==> config.mk <==
export PLATFORM = sky130hd
export DESIGN_NAME = regfile_wb_queue
export DESIGN_NICKNAME = d
export VERILOG_FILES = /design/src/rtl/regfile_wb_queue.sv
export SDC_FILE = /design/constraint.sdc
export NUM_CORES = 1
export LEC_CHECK = 0
export CAP_MARGIN = 25
export CORE_UTILIZATION = 30
export CTS_CLUSTER_DIAMETER = 40
export DETAILED_ROUTE_END_ITERATION = 8
export HOLD_SLACK_MARGIN = 0.06
export SYNTH_ARGS = -nofsm -noshare
export SYNTH_HDL_FRONTEND = slang
export SYNTH_SLANG_ARGS = --single-unit
export TNS_END_PERCENT = 30
==> constraint.sdc <==
create_clock -name clock -period 3.5 [get_ports clock]
set_input_delay 0.7 -clock clock [delete_from_list [all_inputs] [get_ports clock]]
set_output_delay 0.7 -clock clock [all_outputs]
set_load 0.02 [all_outputs]
==> src/rtl/regfile_wb_queue.sv <==
// Writeback queue between the pipeline and the regfile write port. Holds up to DEPTH
// pending writes in FIFO order and forwards the youngest queued value to the read ports.
module regfile_wb_queue #(
  parameter int unsigned DEPTH = 4,
  parameter int unsigned AW    = 5,
  parameter int unsigned DW    = 32
) (
  input  logic                   clock,
  input  logic                   reset_b,
  input  logic                   in_valid,
  input  logic [AW-1:0]          in_addr,
  input  logic [DW-1:0]          in_data,
  output logic                   in_ready,
  input  logic                   stall,
  output logic                   rf_we,
  output logic [AW-1:0]          rf_wa,
  output logic [DW-1:0]          rf_wd,
  input  logic [AW-1:0]          ra1,
  input  logic [AW-1:0]          ra2,
  input  logic [DW-1:0]          rf_rd1,
  input  logic [DW-1:0]          rf_rd2,
  output logic [DW-1:0]          rd1,
  output logic [DW-1:0]          rd2,
  output logic [$clog2(DEPTH):0] count
);

  localparam int unsigned PW = $clog2(DEPTH);
  localparam int unsigned CW = PW + 1;

  logic [AW-1:0] addr_mem [DEPTH];
  logic [DW-1:0] data_mem [DEPTH];

  logic [PW-1:0] head_q, head_d;
  logic [PW-1:0] tail_q, tail_d;
  logic [CW-1:0] count_q, count_d;

  logic push;
  logic pop;

  assign in_ready = (count_q < CW'(DEPTH));
  // Writes to register 0 are accepted but never stored.
  assign push     = in_valid && in_ready && (in_addr != '0);
  assign pop      = rf_we;

  assign rf_we = (count_q != '0) && !stall;
  assign rf_wa = (count_q != '0) ? addr_mem[head_q] : '0;
  assign rf_wd = (count_q != '0) ? data_mem[head_q] : '0;
  assign count = count_q;

  always_comb begin
    head_d  = head_q;
    tail_d  = tail_q;
    count_d = count_q;
    if (pop) begin
      head_d = head_q + 1'b1;
    end
    if (push) begin
      tail_d = tail_q + 1'b1;
    end
    case ({push, pop})
      2'b10:   count_d = count_q + 1'b1;
      2'b01:   count_d = count_q - 1'b1;
      default: count_d = count_q;
    endcase
  end

  always_ff @(posedge clock or negedge reset_b) begin
    if (!reset_b) begin
      head_q  <= '0;
      tail_q  <= '0;
      count_q <= '0;
    end else begin
      head_q  <= head_d;
      tail_q  <= tail_d;
      count_q <= count_d;
    end
  end

  always_ff @(posedge clock) begin
    if (push) begin
      addr_mem[tail_q] <= in_addr;
      data_mem[tail_q] <= in_data;
    end
  end

  // Scan oldest to youngest so the last match wins; slots beyond count are ignored.
  always_comb begin
    logic [PW-1:0] idx;
    idx = head_q;
    rd1 = rf_rd1;
    rd2 = rf_rd2;
    for (int i = 0; i < DEPTH; i++) begin
      idx = head_q + PW'(i);
      if (CW'(i) < count_q) begin
        if ((ra1 != '0) && (addr_mem[idx] == ra1)) begin
          rd1 = data_mem[idx];
        end
        if ((ra2 != '0) && (addr_mem[idx] == ra2)) begin
          rd2 = data_mem[idx];
        end
      end
    end
  end

endmodule

==> impl_results.md <==
* Compound-Gate Fraction of Synth Area at 14.50%
* Post-synth net total at 1389
* PortBufs at 220
* Total global routing track utilization at 19.55%
* Biggest area contributors in the synthesized netlist: sky130_fd_sc_hd__edfxtp_1 38%, sky130_fd_sc_hd__mux2i_1 13%, sky130_fd_sc_hd__nand2_1 9.6%
* Distinct cells, synth at 49
* Number of warning messages in the yosys log at 0
* Worst R2R Path Depth at 8
* Clock Pin Slew Worst Setup and Hold Paths at 0.07 ns
* VDD IR-drop max at 0.4282 mV
* Footprint of the flip-flops and latches at 4627 um^2
* Yosys top cell by area: sky130_fd_sc_hd__edfxtp_1
* Launching element type of the critical path: flop
* CP max stage cell: sky130_fd_sc_hd__dfrtp_4
* Time the final worst path needs with I/O delays and setup at 3.957 ns
* Clock latency of the later-clocked register in the worst-skew pair at 0.43 ns
* Clock Sink Count at 155
* Arr. time, crit path at 3.26 ns
* Final number of setup-violating endpoints at 74
* Die footprint at 39670 um^2
* Critical Path Sink Type: primary output
* Total clock buffers created by CTS at 17
* DIE HEIGHT at 199.2 um
* Worst path max stage delay at 0.55 ns
* Mux cell area share after synthesis at 19.82%
* Die width at 199.2 um
* Sequential element share of the synthesized area at 39.61%
* Start point of the critical path: head_q[1]
* Startpoint of the worst register-to-register path: count[0]
* Fraction of registers with async set/reset at 4.516%
* Power density over the cells at 831.5 nW/um^2
* Violated checks: setup timing
* Maximum count of clock buffers along a single path at 2
* TritonCTS clock tree: yes
* Number of instances in the synthesized netlist at 1265
* Total detailed-routing wirelength at 39580 um
* H-tree depth at 4
* Worst path cell trace: buf_4, mux2i_2, xnor2_1, or3_4, a211oi_4, buf_12, buf_12, mux2_2, mux2i_1, o221ai_1, buf_4
* Starting utilization of the core area at 30.75%
* I/O pin cnt at 221
* Worst reg2reg endpoint: count[2]
* Type of the most critical hold path: in -> async
* Cell count after placement at 2096
* Layout cells sized above 1 at 29.93%
* First-pass GRT wire length at 58990 um
* Unrepaired setup endpoints after global routing: true
* Site Rows at 71
* Wire length per cell after detailed routing at 18.26 um
* # DRC at 0
* Pre-CTS setup slack at -0.8604 ns
* Critical path class: reg -> out
* Pin count of the biggest net entering global routing at 58
* Mapped cell area at 11660 um^2
* Dominant register cell in the synthesized netlist: sky130_fd_sc_hd__edfxtp_1
* Final cell count without fillers at 2167
* Setup WS post-layout at -0.4574 ns
* Final period utilization at 113.1%
* Master cell of the clock root buffer: sky130_fd_sc_hd__clkbuf_16
* Number of maximum-capacitance constraint violations at 0
* DRC marker count from the first detailed-route iteration at 556
* Cell family with most CP delay: buffers and inverters
* Aggregate negative setup slack at -23.03 ns
* Worst hold slack at 0.5322 ns
* Max-slew violation count at 0
* Vias in the first global route at 10.58k
* Total congestion overflow after global routing at 0
* Half-perimeter wire length after detailed placement at 28130 um
* Worst slew slack as a fraction of its limit at 66.14%
* Fraction of the mapped netlist area in adder cells at 0.9655%
* Transition at the pin with the smallest max-transition slack at 0.5079 ns
* Static Leakage at 7.109 nW
* Cts hold-fix bufs at 0
* Core box area at 37930 um^2
* Largest driver fanout on the critical path at 10
* Share of the synthesized area in the top cell type at 38.10%
* Layout area overhead at 49.44%
* Via-to-Cell Ratio at 5.019
* Result of the run: finished with violations
* Combinational family with the most area after synthesis: multiplexers
* Via count of the routed design at 10.88k
* Total of fill cells in the finished design at 3532
* Total stage count of the critical path at 11
* Count of flip-flops with a built-in enable after synthesis at 148
* Slack of the worst reg-to-reg path at 1.31 ns
* Simple-gate share of the synthesized area at 16.16%
* Buffers plus inverters on the worst setup path at 4
* Final core area utilization at 45.95%
* Area taken by multi-input logic gates at 6847 um^2
* Total of flip-flops plus latches after synthesis at 155
* Residual antenna-violating net count after detailed routing at 0
* Synth Area per Inst at 9.220 um^2
* Number of iterations in the first detailed-routing pass at 5
* Final hold viol count at 0
* Upper clock frequency limit at 0.2527 GHz
* Number of antenna violations at the first check in global routing at 2
* Xor/xnor share of the synthesized area at 3.229%
* Final #Nets at 1765
* Placer congestion estimate at 0.8587
* Required time at the worst-slack endpoint at 2.80 ns
* Clock skew at 0.01146 ns
==> per-stage QoR <==
| step | power (mW) | area, um^2 |
|---|---|---|
| after floorplan | 7.908 | 11660 |
| after global placement | 11.91 | 15860 |
| after detailed placement | 12.00 | 15860 |
| after CTS | 14.13 | 16900 |
| after global routing | 15.42 | 17430 |
| final | 14.49 | 17430 |
==> flip-flops by register name, summed over array words and instances (netlist names) <==
| signal | count |
|---|---|
| count | 3 |
| data_mem | 128 |
| tail_q | 2 |
| head_q | 2 |
| addr_mem | 20 |
==> placed cells by master (no fill, tap or decap), types with 8 or more instances in the layout <==
cell,count
sky130_fd_sc_hd__buf_12,29
sky130_fd_sc_hd__mux2_2,38
sky130_fd_sc_hd__o221ai_2,11
sky130_fd_sc_hd__xnor2_1,26
sky130_fd_sc_hd__a21oi_1,15
sky130_fd_sc_hd__o21ai_0,66
sky130_fd_sc_hd__dlymetal6s2s_1,8
sky130_fd_sc_hd__buf_4,208
sky130_fd_sc_hd__a211o_1,31
sky130_fd_sc_hd__mux4_2,15
sky130_fd_sc_hd__edfxtp_1,148
sky130_fd_sc_hd__a31o_2,24
sky130_fd_sc_hd__clkdlybuf4s50_1,147
sky130_fd_sc_hd__or3_1,8
sky130_fd_sc_hd__nand2b_1,26
sky130_fd_sc_hd__o21ai_1,28
sky130_fd_sc_hd__ha_1,9
sky130_fd_sc_hd__o22ai_1,32
sky130_fd_sc_hd__mux2i_1,130
sky130_fd_sc_hd__inv_1,44
sky130_fd_sc_hd__clkbuf_16,19
sky130_fd_sc_hd__mux2i_2,15
sky130_fd_sc_hd__nand2_1,294
sky130_fd_sc_hd__xor2_1,11
sky130_fd_sc_hd__o221ai_1,21
sky130_fd_sc_hd__buf_6,40
sky130_fd_sc_hd__nor2_1,78
sky130_fd_sc_hd__buf_2,16
==> cell families (layout without fill, tap and decap cells) <==
group                    after synthesis  after routing
buffers and inverters                150            539
multiplexers                         207            207
XOR/XNOR                              43             43
flip-flops                           155            155
other                                  0              2
AO/OA/AOI/OAI                        250            250
AND/OR/NAND/NOR                      451            451
adder cells (fa/ha/maj)                9              9
==> where the power goes <==
part	internal [mW]	leakage, nW	switching (mW)	total [mW]
registers	2.33	1.42	0.167	2.50
clock network	0.963	0.288	0.873	1.84
logic	4.89	5.40	5.27	10.2
total	8.19	7.11	6.31	14.5
==> synthesized netlist by cell type, types with 23 or more instances <==
master,n
sky130_fd_sc_hd__edfxtp_1,148
sky130_fd_sc_hd__nand2b_1,27
sky130_fd_sc_hd__o22ai_1,32
sky130_fd_sc_hd__nand2_1,297
sky130_fd_sc_hd__nor2_1,81
sky130_fd_sc_hd__xnor2_1,32
sky130_fd_sc_hd__mux2_2,42
sky130_fd_sc_hd__o21ai_1,28
sky130_fd_sc_hd__clkbuf_1,58
sky130_fd_sc_hd__buf_2,23
sky130_fd_sc_hd__a31o_2,30
sky130_fd_sc_hd__inv_1,45
sky130_fd_sc_hd__o21ai_0,67
sky130_fd_sc_hd__a211o_1,31
sky130_fd_sc_hd__mux2i_1,150
sky130_fd_sc_hd__o221ai_1,32
==> per-layer routing <==
layer,GRT usage (%),up-vias,wire [um]
met1,25.05,5164,17400
met4,6.439,2,1107
met2,33.04,343,18670
li1,-,5306,-
met3,3.511,62,2389
met5,0,-,11
==> cell type report <==
class                      count  area share (%)
antenna                        2         0.02871
clock buffer                  17           2.441
clock inverter                15          0.9906
inverter                      45          0.9978
multi-input combinational    960           39.28
sequential                   155           26.55
tap                          511           3.668
timing repair buffer         462           26.05
==> worst max-delay path by stage <==
stage               endpoint
finish                rd2[7]
floorplan            rd1[21]
detailed placement   rd1[26]
global placement     rd1[26]
CTS                   rd2[7]
global route          rd2[7]
==> repair_timing <==
action / 4_1_cts / 5_1_grt
cloned: 4 / 2
pin swaps: 17 / 26
resized for setup: 337 / 136
buffers inserted: 22 / 12
endpoints found under the setup margin: 93 / 92
(Power assumes the default switching activity.)
